[src/rtl/scan_display_ctrl_if.sv]
// Load/ack handshake between the BCD value producer and the
// display scheduler.
interface scan_display_ctrl_if #(
    parameter int DIGITS = 4
);
    logic                  load;
    logic [4*DIGITS-1:0]   value_in;
    logic                  load_ack;

    modport master (
        output load,
        output value_in,
        input  load_ack
    );

    modport slave (
        input  load,
        input  value_in,
        output load_ack
    );
endinterface

[src/rtl/scan_display_ctrl.sv]
// Time-multiplexed digit scheduler feeding one shared BCD-to-7-segment
// decoder; new values are swapped in only at frame boundaries.
module scan_display_ctrl #(
    parameter int DIGITS = 4,
    parameter int DWELL  = 1000,
    parameter int GUARD  = 2
) (
    input  logic                clk,
    input  logic                rst,
    scan_display_ctrl_if.slave  host,
    input  logic                blank_lz,
    output logic [3:0]          bcd,
    output logic [DIGITS-1:0]   dig_en,
    output logic                frame_done
);

    localparam int CW = (DWELL > 1) ? $clog2(DWELL) : 1;
    localparam int IW = (DIGITS > 1) ? $clog2(DIGITS) : 1;

    localparam logic [CW-1:0] CNT_MAX = CW'(DWELL - 1);
    localparam logic [CW-1:0] GUARD_C = CW'(GUARD);
    localparam logic [IW-1:0] IDX_MAX = IW'(DIGITS - 1);

    logic [CW-1:0]          cnt;
    logic [IW-1:0]          idx;
    logic [4*DIGITS-1:0]    disp;
    logic [4*DIGITS-1:0]    pend;
    logic                   pend_v;
    logic                   lz_en;
    logic                   ack_q;

    logic                   slot_end;
    logic                   boundary;
    logic [3:0]             cur_digit;
    logic                   upper_zero;

    assign slot_end   = (cnt == CNT_MAX);
    assign boundary   = slot_end && (idx == IDX_MAX);
    assign frame_done = boundary;
    assign host.load_ack = ack_q;

    // Slot timer and digit index; the frame ends when both wrap.
    always_ff @(posedge clk) begin
        if (rst) begin
            cnt <= '0;
            idx <= '0;
        end else if (slot_end) begin
            cnt <= '0;
            idx <= (idx == IDX_MAX) ? '0 : idx + IW'(1);
        end else begin
            cnt <= cnt + CW'(1);
        end
    end

    // Capture loads into pend; commit to disp only at the boundary edge
    // so a frame never mixes digits from two values.
    always_ff @(posedge clk) begin
        if (rst) begin
            disp   <= '0;
            pend   <= '0;
            pend_v <= 1'b0;
            lz_en  <= 1'b0;
            ack_q  <= 1'b0;
        end else begin
            ack_q <= 1'b0;
            if (host.load) begin
                pend <= host.value_in;
            end
            if (boundary) begin
                lz_en <= blank_lz;
                if (host.load) begin
                    disp   <= host.value_in;
                    pend_v <= 1'b0;
                    ack_q  <= 1'b1;
                end else if (pend_v) begin
                    disp   <= pend;
                    pend_v <= 1'b0;
                    ack_q  <= 1'b1;
                end
            end else if (host.load) begin
                pend_v <= 1'b1;
            end
        end
    end

    // Pick the current digit and find whether it and everything above
    // it are zero, which is what leading-zero blanking keys on.
    always_comb begin
        cur_digit  = 4'h0;
        upper_zero = 1'b1;
        for (int k = 0; k < DIGITS; k++) begin
            if (IW'(k) == idx) begin
                cur_digit = disp[4*k +: 4];
            end
            if (IW'(k) >= idx && disp[4*k +: 4] != 4'h0) begin
                upper_zero = 1'b0;
            end
        end
    end

    // Code to the decoder; digit 0 always shows so zero reads as "0".
    always_comb begin
        bcd = cur_digit;
        if (lz_en && idx != '0 && upper_zero) begin
            bcd = 4'hF;
        end
    end

    // One-hot enable, held off for the guard cycles of every slot.
    always_comb begin
        dig_en = '0;
        if (cnt >= GUARD_C) begin
            dig_en[idx] = 1'b1;
        end
    end

endmodule
[src/flat_wrapper.sv]
// flat-port wrapper written by rule: the top's interface ports become plain ports
module scan_display_ctrl_flat 
#(
    parameter int DIGITS = 4,
    parameter int DWELL  = 1000,
    parameter int GUARD  = 2
)
  (clk, rst, blank_lz, bcd, dig_en, frame_done, host_load, host_value_in, host_load_ack);
  scan_display_ctrl_if #(.DIGITS(DIGITS)) host_i ();
  input  logic clk;
  input  logic rst;
  input  logic blank_lz;
  output logic [3:0] bcd;
  output logic [DIGITS-1:0] dig_en;
  output logic frame_done;
  input wire logic [$bits(host_i.load)-1:0] host_load;
  input wire logic [$bits(host_i.value_in)-1:0] host_value_in;
  output wire logic [$bits(host_i.load_ack)-1:0] host_load_ack;
  assign host_i.load = host_load;
  assign host_i.value_in = host_value_in;
  assign host_load_ack = host_i.load_ack;
  scan_display_ctrl #(.DIGITS(DIGITS), .DWELL(DWELL), .GUARD(GUARD)) u_core (.clk(clk), .rst(rst), .host(host_i), .blank_lz(blank_lz), .bcd(bcd), .dig_en(dig_en), .frame_done(frame_done));
endmodule
[config.mk]
export PLATFORM = sky130hd
export DESIGN_NAME = scan_display_ctrl_flat
export DESIGN_NICKNAME = d
export VERILOG_FILES = /design/src/rtl/scan_display_ctrl_if.sv /design/src/rtl/scan_display_ctrl.sv /design/src/flat_wrapper.sv
export SDC_FILE = /design/constraint.sdc
export NUM_CORES = 1
export LEC_CHECK = 0
export CORE_UTILIZATION = 58
export DETAILED_ROUTE_END_ITERATION = 10
export GPL_ROUTABILITY_DRIVEN = 1
export GPL_TIMING_DRIVEN = 0
export PLACE_DENSITY_LB_ADDON = 0.08
export SYNTH_ARGS = -nofsm -noshare
export SYNTH_HDL_FRONTEND = slang
export SYNTH_SLANG_ARGS = --single-unit
[constraint.sdc]
create_clock -name clk -period 5.3 [get_ports clk]
set_clock_uncertainty 0.2 [all_clocks]
set_input_delay 1.06 -clock clk [delete_from_list [all_inputs] [get_ports clk]]
set_output_delay 1.06 -clock clk [all_outputs]
set_load 0.01 [all_outputs]
==> results.md, run 1 <==
* Final Core Density at 75.2%
* Reg-to-Reg Start: u_core.cnt[1]$_SDFF_PP0_
* Logic pwr share at 9.1%
* Crit path capture: bcd[3]
* CP endpoint kind: primary output
* Switching portion of total power at 24.5%
* Synthesized area per cell at 9.57 sq um
* Detail Placement HPWL at 3140 um
* Die ar. at 4010 sq um
* First-pass GRT wire length at 7530 um
* DP Worst Slack at 2.03 ns
* Area Overhead vs Synth at 19.6%
* P_sw at 157 uW
* Critical Path Fanout Max at 6
* DR WL/cell at 14.0 um
* NumNets Final at 290
* CTS Hold Bufs at 0
* Final Max Slew Viols at 0
* P_int at 485 uW
* Setup TNS at 0 ns
* Root Buffer: clkbuf_8
* Worst Max-Slew Pin Slew at 0.583 ns
* Critical path launch point type: register
* Vias in the first global route at 1,626
* Initial Utilization at 62.9%
* Clk sink count at 47
* Outcome: finished, final reports clean
* Non-Filler Cell Area, Final at 2610 sq um
* Core area at 3470 sq um
* CTS tree: yes
* Worst VDD drop at 187 uV
* Part of the Yosys area used for sequential elements at 43.1%
* RSZ-0062 raised after global routing: no
* Fmax at 275 MHz
* Hold WS at 0.273 ns
* Fin crit share at 68.6%
* Post-CTS Resized at 0
* Clock transition at path regs at 0.08 ns
* Final setup viols at 0
* Top FF cell, synth: dfxtp_1
* Setup bufs post-CTS at 0
* Clock tree buffer depth at 2
* Mapped Cells at 228
* Pwr dens at 246 nW/um^2
* Grt ovf at 0
* R2r endpoint: u_core.disp[12]$_SDFFE_PP0P_
* Crit. Startpoint: u_core.idx[0]$_SDFFE_PP0N_
* Flop2flop setup slack at 3.25 ns
* Register share of total power at 57.2%
* Via-per-instance ratio at 5.42
* DP Area at 2520 sq um
* Antenna Cells at 0
* Yosys reg bits at 47
* Post-Synthesis Cell Area at 2180 sq um
* Die Wd at 63.3 um
* Ys async rst share at 0%
* Tmin final at 3.64 ns
* Post-synth EDFFs at 0
* WP data arrival at 2.38 ns
* R2R cell count at 7
* Final WL at 4330 um
* Worst slew margin at 61.1%
* Synthesized net count at 255
* Largest net degree at the start of global routing at 16
* DRC violations left at 0
* Final Hold Fails at 0
* Initial DRC Count at 69
* IO Count at 30
* Setup ws final at 1.66 ns
* 1st-pass router iterations at 4
* Post-route ant nets at 0
* Distinct cells, synth at 30
* CP Class: reg2out
* I/O Buffers at 28
* Floorplan row count at 21
* Max-Cap Viols at 0
* Syn. warnings at 0
* Worst skew pair latency at 0.31 ns
* Via count at 1,680
* Die H at 63.3 um
* Initial antenna violation count at 0
* Cts bufs inserted at 5
* Worst min path class: reg2reg
* CTS H-tree depth at 2
* Static Leakage at 0.983 nW
* Routability cong. at 0.902
* Critical Path RT at 4.04 ns
* Share of cells above drive strength 1 at 12.5%
* Clock group share of total power at 33.8%
* GRT Overall Usage at 24.1%
==> cells in the final DEF, fill, tap and decap left out <==
master and instances:
buf_6 2, o21ai_0 5, ha_1 7, clkbuf_1 7, inv_1 8, clkinv_2 1
nor4_1 3, dfxtp_1 47, clkinvlp_4 2, or3_4 1, xor2_1 2, mux2i_1 18
buf_4 1, nand3_1 6, xnor2_1 6, nor4b_1 2, nand2_1 13, and2_1 4
o2111ai_1 2, buf_2 4, a21oi_1 9, nor3_1 5, o31ai_2 14, nand4bb_1 1
or2b_2 1, clkbuf_8 7, nor2_1 33, or4_1 1, clkdlybuf4s50_1 28, o31ai_1 2
or3_1 2, nand3b_1 16, a22oi_1 4
==> registers in the layout, summed over array words and instances (netlist names) <==
signal	cells
u_core.cnt	10
u_core.pend_v	1
u_core.lz_en	1
u_core.pend	16
u_core.disp	16
u_core.idx	2
u_core.host.load_ack	1
==> how the worst min path moves through the flow <==
stage / startpoint / endpoint / slack (ns) / cells past startpoint
finish: u_core.cnt[0]$_SDFF_PP0_ / u_core.cnt[0]$_SDFF_PP0_ / 0.27 / 1
global route: u_core.cnt[0]$_SDFF_PP0_ / u_core.cnt[0]$_SDFF_PP0_ / 0.32 / 1
CTS: u_core.cnt[0]$_SDFF_PP0_ / u_core.cnt[0]$_SDFF_PP0_ / 0.28 / 1
detailed placement: u_core.cnt[0]$_SDFF_PP0_ / u_core.cnt[0]$_SDFF_PP0_ / 0.26 / 1
global placement: u_core.cnt[0]$_SDFF_PP0_ / u_core.cnt[0]$_SDFF_PP0_ / 0.25 / 1
floorplan: u_core.cnt[0]$_SDFF_PP0_ / u_core.cnt[0]$_SDFF_PP0_ / 0.23 / 1
==> synth_stat cells (2+ instances only) <==
library cell | n | area (sq um)
nor4_1 | 3 | 18.8
nor4b_1 | 2 | 17.5
o2111ai_1 | 2 | 17.5
xor2_1 | 2 | 17.5
ha_1 | 7 | 87.6
a21oi_1 | 9 | 45.0
o31ai_1 | 2 | 15.0
dfxtp_1 | 47 | 941
and2_1 | 4 | 25.0
nor3_1 | 5 | 25.0
buf_6 | 2 | 22.5
xnor2_1 | 6 | 52.6
o31ai_2 | 14 | 175
nand2_1 | 13 | 48.8
mux2i_1 | 18 | 180
a22oi_1 | 4 | 30.0
nand3b_1 | 16 | 120
clkbuf_1 | 7 | 26.3
buf_2 | 4 | 20.0
inv_1 | 8 | 30.0
clkbuf_8 | 2 | 27.5
nor2_1 | 33 | 124
or3_1 | 2 | 12.5
nand3_1 | 6 | 30.0
o21ai_0 | 5 | 25.0
==> stage by stage <==
step                      power (mW)  instances
after CTS                      0.648        310
final                          0.642        310
after global placement         0.433        302
after floorplan                0.409        228
after global routing           0.667        310
after detailed placement       0.434        302
==> power by group through the flow <==
stage	registers, mW	clock network [mW]	logic [mW]
5_1_grt	0.368	0.234	0.0641
2_1_floorplan	0.374	0	0.0349
3_5_place_dp	0.375	0	0.0589
4_1_cts	0.367	0.222	0.0591
3_3_place_gp	0.375	0	0.0578
6_report	0.367	0.217	0.0583
==> worst max-delay path: stages, from the launching register on <==
cell	delay, ns
dfxtp_1	0.43
inv_1	0.09
ha_1	0.30
nor4b_1	0.34
o2111ai_1	0.25
nand2_1	0.13
clkdlybuf4s50_1	0.54
==> routing by layer <==
metal,GRT usage [%],wire [um]
met2,40.0,2030
met5,0,0
met1,30.4,2060
met4,7.67,56
met3,5.98,192
==> layout make-up <==
cell class	count	area, sq um
flip-flops and latches	47	941
well taps	46	57.6
inverters	8	30.0
plain buffers	16	104
clock inverters	3	20.0
multi-input cells	157	1110
fillers	275	861
clock buffers	5	68.8
repair buffers	28	280
==> logic make-up (layout without fill, tap and decap cells) <==
logic type | Yosys count | in the layout | synth area share, %
and+or+nand+nor | 88 | 88 | 21.1
buffers and inverters | 24 | 60 | 6.14
DFF | 47 | 47 | 43.1
muxes | 18 | 18 | 8.26
AOI/OAI and AO/OA | 36 | 36 | 14.1
adders and majority gates | 7 | 7 | 4.02
xor gates and xnor gates | 8 | 8 | 3.21
No activity file was read; power rests on OpenSTA's default activity.
==> inputs of run 2 (changes only) <==
--- a/config.mk
+++ b/config.mk
@@ -5,7 +5,7 @@
 export SDC_FILE = /design/constraint.sdc
 export NUM_CORES = 1
 export LEC_CHECK = 0
-export CORE_UTILIZATION = 58
+export CORE_UTILIZATION = 54
 export DETAILED_ROUTE_END_ITERATION = 10
 export GPL_ROUTABILITY_DRIVEN = 1
 export GPL_TIMING_DRIVEN = 0
==> constraint.sdc (replaced) <==
create_clock -name clk -period 3.49 [get_ports clk]
set_clock_uncertainty 0.2 [all_clocks]
set_input_delay 0.698 -clock clk [delete_from_list [all_inputs] [get_ports clk]]
set_output_delay 0.698 -clock clk [all_outputs]
set_load 0.01 [all_outputs]
==> run 2 against run 1 <==
Effect of this change:
- clock power rose by 61%
- first-iteration DRC count up 26%
- total power increased by 55%
- cell count rose by 0.65%
- combinational power increased by 53%
- hold slack lost 0.0035 ns
- register-to-register slack lost 1.8 ns
- critical path type unchanged
- largest power group unchanged
==> results.md, run 2 (synthesis results as in run 1) <==
* Die H at 65.6 um
* R2R cell count at 7
* Cts bufs inserted at 5
* Grt ovf at 0
* DRC violations left at 0
* Area Overhead vs Synth at 20.4%
* Worst min path class: reg2reg
* Largest regs: u_core.disp (16), u_core.pend (16), u_core.cnt (10)
* Register share of total power at 56.0%
* Clk sink count at 47
* GRT Overall Usage at 21.2%
* Core area at 3770 sq um
* Max-Cap Viols at 0
* Hold path endpoint: u_core.cnt[0]$_SDFF_PP0_
* R2r endpoint: u_core.disp[13]$_SDFFE_PP0P_
* Initial Utilization at 57.8%
* Clock tree buffer depth at 2
* Logic pwr share at 9.0%
* Most frequent cells in the layout: 47 x dfxtp_1, 33 x nor2_1, 28 x clkdlybuf4s50_1, 18 x mux2i_1, 16 x nand3b_1
* Final Hold Fails at 0
* P_int at 777 uW
* Vias in the first global route at 1,542
* Final setup viols at 0
* Final Max Slew Viols at 0
* Buf+Inv Stages, Crit Path at 2
* Dpl cells at 304
* Critical path launch point type: register
* Commonest non-fill, non-tap cell in the layout: dfxtp_1
* Antenna Cells at 0
* Post-CTS Resized at 0
* Critical Path Fanout Max at 6
* Setup TNS at 0 ns
* CP max stage delay at 0.54 ns
* WP data arrival at 2.32 ns
* Fmax at 311 MHz
* DP Area at 2520 sq um
* Non-Filler Cell Area, Final at 2630 sq um
* Flop2flop setup slack at 1.45 ns
* Worst VDD drop at 307 uV
* CTS tree: yes
* RSZ-0062 raised after global routing: no
* Switching portion of total power at 21.9%
* Final WL at 4060 um
* Post-route ant nets at 0
* CTS H-tree depth at 2
* CP Class: reg2out
* Floorplan row count at 22
* Crit-path slowest cell: clkdlybuf4s50_1
* First-pass GRT wire length at 6830 um
* Setup bufs post-CTS at 0
* NumNets Final at 290
* Tmin final at 3.21 ns
* Reg-to-Reg Start: u_core.cnt[1]$_SDFF_PP0_
* CTS Hold Bufs at 0
* Initial DRC Count at 87
* Worst slew margin at 60.1%
* Worst Max-Slew Pin Slew at 0.598 ns
* Hold Path Depth at 1
* Crit. Startpoint: u_core.idx[0]$_SDFFE_PP0N_
* Clock transition at path regs at 0.08 ns
* Routability cong. at 0.855
* Largest net degree at the start of global routing at 15
* DR WL/cell at 13.0 um
* Clock group share of total power at 35.0%
* 1st-pass router iterations at 4
* IO Count at 30
* I/O Buffers at 28
* CP delay by family, top: buffers and inverters
* Worst hold start: u_core.cnt[0]$_SDFF_PP0_
* Fin crit share at 92.1%
* P_sw at 218 uW
* Die Wd at 65.6 um
* CP endpoint kind: primary output
* Via-per-instance ratio at 5.30
* Pwr dens at 379 nW/um^2
* Static Leakage at 0.993 nW
* CP cell instances: inv_1 -> ha_1 -> nor4b_1 -> o2111ai_1 -> nand2_1 -> clkdlybuf4s50_1
* Initial antenna violation count at 0
* Share of cells above drive strength 1 at 12.5%
* Die ar. at 4300 sq um
* Root Buffer: clkbuf_8
* Via count at 1,653
* Critical Path RT at 2.59 ns
* Layout Cells excl Fill at 312
* Outcome: finished, final reports clean
* Worst skew pair latency at 0.29 ns
* Detail Placement HPWL at 3060 um
## run 2: cell count changes in the layout (fill, tap and decap cells not counted)
cell        previous run  this run
clkbuf_8               7         9
clkinvlp_4             2         1
clkinv_2               1         0
## run 2: stage by stage
stage,hold slack [ns],util (%),power [mW],setup WS (ns)
after global routing,0.316,69.6,1.04,0.102
after floorplan,0.230,-,0.621,1.26
after CTS,0.278,69.6,1.01,0.230
after global placement,0.246,66.9,0.658,0.616
after detailed placement,0.258,66.9,0.660,0.554
final,0.269,69.6,0.995,0.276
## run 2: layer usage
metal	track usage, %	share of wire [%]
met1	27.3	50
met3	4.86	3.7
met4	12.2	1.5
met5	0	0
met2	32.2	45
## run 2: worst reg2reg max path: stages, from the launching register on
cell and delay (ns):
dfxtp_1 0.38, ha_1 0.26, nand4bb_1 0.16, or3_1 0.37, buf_2 0.16, buf_2 0.19
nand3b_1 0.12, o31ai_2 0.07
## run 2: worst max-delay path by stage
stage / cells past startpoint / to / slack, ns
after floorplan: 5 / bcd[0] / 1.26
after detailed placement: 6 / bcd[3] / 0.55
after global routing: 6 / bcd[3] / 0.10
final: 6 / bcd[3] / 0.28
after global placement: 6 / bcd[3] / 0.62
after CTS: 6 / bcd[3] / 0.23
## run 2: power by group through the flow
stage	registers, mW	clock network [mW]	logic, mW
2_1_floorplan	0.568	0	0.0529
3_3_place_gp	0.569	0	0.0895
3_5_place_dp	0.570	0	0.0906
4_1_cts	0.557	0.360	0.0908
5_1_grt	0.559	0.380	0.0983
6_report	0.557	0.349	0.0893
## run 2: final cells by class
type,instances,area (sq um)
Clock inverter,1,7.51
Tap cell,48,60.1
Inverter,8,30.0
Sequential cell,47,941
Clock buffer,7,96.3
Timing Repair Buffer,28,280
Buffer,16,104
Fill cell,308,1150
Multi-Input combinational cell,157,1110
==> inputs of run 3 (changes only) <==
--- a/config.mk
+++ b/config.mk
@@ -5,7 +5,7 @@
 export SDC_FILE = /design/constraint.sdc
 export NUM_CORES = 1
 export LEC_CHECK = 0
-export CORE_UTILIZATION = 54
+export CORE_UTILIZATION = 44
 export DETAILED_ROUTE_END_ITERATION = 10
 export GPL_ROUTABILITY_DRIVEN = 1
 export GPL_TIMING_DRIVEN = 0
==> run 3 against run 2 <==
Effect of this change:
- wire length increased by 9.7%
- count of clock-buffer cells in the layout decreased by 2
- register-to-register slack got worse by 0.04 ns
- total power increased by 5.0%
- highest routed layer unchanged
- die area increased by 22%
- via count increased by 3.0%
- critical path depth unchanged
==> results.md, run 3 (synthesis results as in run 1) <==
* Outcome: finished, final reports clean
* WP data arrival at 2.36 ns
* Die H at 72.4 um
* Final setup viols at 0
* Buf+Inv Stages, Crit Path at 2
* Root Buffer: clkbuf_8
* Pwr dens at 393 nW/um^2
* Tmin final at 3.25 ns
* Core area at 4750 sq um
* Via-per-instance ratio at 5.14
* Die ar. at 5240 sq um
* Largest net degree at the start of global routing at 16
* Critical Path Fanout Max at 6
* Clock tree buffer depth at 2
* Final Max Slew Viols at 0
* Worst Max-Slew Pin Slew at 0.591 ns
* CP delay by family, top: buffers and inverters
* Grt ovf at 0
* Floorplan row count at 25
* Worst min path class: reg2reg
* Static Leakage at 1.00 nW
* Crit-path slowest cell: clkdlybuf4s50_1
* Worst slew margin at 60.6%
* Max-Cap Viols at 0
* Fmax at 307 MHz
* First-pass GRT wire length at 7570 um
* Initial DRC Count at 60
* DR WL/cell at 13.5 um
* NumNets Final at 290
* Cts bufs inserted at 5
* Clk sink count at 47
* CP cell instances: inv_1 -> ha_1 -> nor4b_1 -> o2111ai_1 -> nand2_1 -> clkdlybuf4s50_1
* Worst skew pair latency at 0.30 ns
* Flop2flop setup slack at 1.41 ns
* DRC violations left at 0
* Largest regs: u_core.disp (16), u_core.pend (16), u_core.cnt (10)
* I/O Buffers at 28
* 1st-pass router iterations at 4
* CTS tree: yes
* Crit. Startpoint: u_core.idx[0]$_SDFFE_PP0N_
* Post-route ant nets at 0
* Critical path launch point type: register
* Reg-to-Reg Start: u_core.cnt[1]$_SDFF_PP0_
* Area Overhead vs Synth at 21.9%
* CP endpoint kind: primary output
* Detail Placement HPWL at 3270 um
* Final Core Density at 55.9%
* Hold Path Depth at 1
* Commonest non-fill, non-tap cell in the layout: dfxtp_1
* Via count at 1,702
* CP Class: reg2out
* Hold path endpoint: u_core.cnt[0]$_SDFF_PP0_
* Die Wd at 72.4 um
* R2R cell count at 7
* Final WL at 4450 um
* Setup TNS at 0 ns
* CP max stage delay at 0.55 ns
* Clock transition at path regs at 0.09 ns
* IO Count at 30
* Fin crit share at 93.2%
* CTS H-tree depth at 2
* Setup bufs post-CTS at 0
* Initial antenna violation count at 0
* GRT Overall Usage at 18.9%
* Final Hold Fails at 0
* Worst hold start: u_core.cnt[0]$_SDFF_PP0_
* R2r endpoint: u_core.disp[12]$_SDFFE_PP0P_
* Antenna Cells at 0
* Critical Path RT at 2.59 ns
* Post-CTS Resized at 0
* Routability cong. at 0.851
* RSZ-0062 raised after global routing: no
* Vias in the first global route at 1,592
* Worst VDD drop at 226 uV
* Most frequent cells in the layout: 47 x dfxtp_1, 33 x nor2_1, 28 x clkdlybuf4s50_1, 18 x mux2i_1, 16 x nand3b_1
* Initial Utilization at 45.9%
* CTS Hold Bufs at 0
* Share of cells above drive strength 1 at 12.5%
[run 3: stage by stage]
stage	power (mW)	hold slack, ns	std cells	cell area [sq um]	setup WS [ns]
3_3_place_gp	0.659	0.246	323	2540	0.572
4_1_cts	1.06	0.277	331	2660	0.218
6_report	1.04	0.270	331	2660	0.236
2_1_floorplan	0.621	0.230	228	2180	1.26
5_1_grt	1.09	0.337	331	2660	0.0565
3_5_place_dp	0.660	0.257	323	2540	0.551
[run 3: layout make-up]
| cell class | count | area, sq um |
|---|---|---|
| clock buffers | 5 | 68.8 |
| repair buffers | 28 | 280 |
| fillers | 442 | 2100 |
| multi-input cells | 157 | 1110 |
| clock inverters | 3 | 43.8 |
| plain buffers | 16 | 104 |
| well taps | 67 | 83.8 |
| flip-flops and latches | 47 | 941 |
| inverters | 8 | 30.0 |
[run 3: power by group]
part | leakage [nW] | switching [mW] | internal (mW)
registers | 0.383 | 0.00613 | 0.550
logic | 0.560 | 0.0430 | 0.0465
clock network | 0.0581 | 0.185 | 0.213
total | 1.00 | 0.234 | 0.810
[run 3: worst max-delay path by stage]
stage,cells after the start,slack (ns),endpoint
2_1_floorplan,5,1.26,bcd[0]
5_1_grt,6,0.06,bcd[2]
6_report,6,0.24,bcd[2]
4_1_cts,6,0.22,bcd[2]
3_3_place_gp,6,0.57,bcd[3]
3_5_place_dp,6,0.55,bcd[2]
[run 3: worst reg2reg max path: stages (launching register included)]
cell and delay (ns):
dfxtp_1 0.38, ha_1 0.25, nand4bb_1 0.20, or3_1 0.38, buf_2 0.17, buf_2 0.19, nand3b_1 0.12, o31ai_2 0.07
[run 3: metal layers]
metal  part of all wire [%]  up-vias  track usage [%]
li1                       -      860                -
met1                     48      800             25.4
met2                     46       34             28.9
met3                    4.4        8             4.86
met4                    2.1        0             8.06
met5                      0        -                0
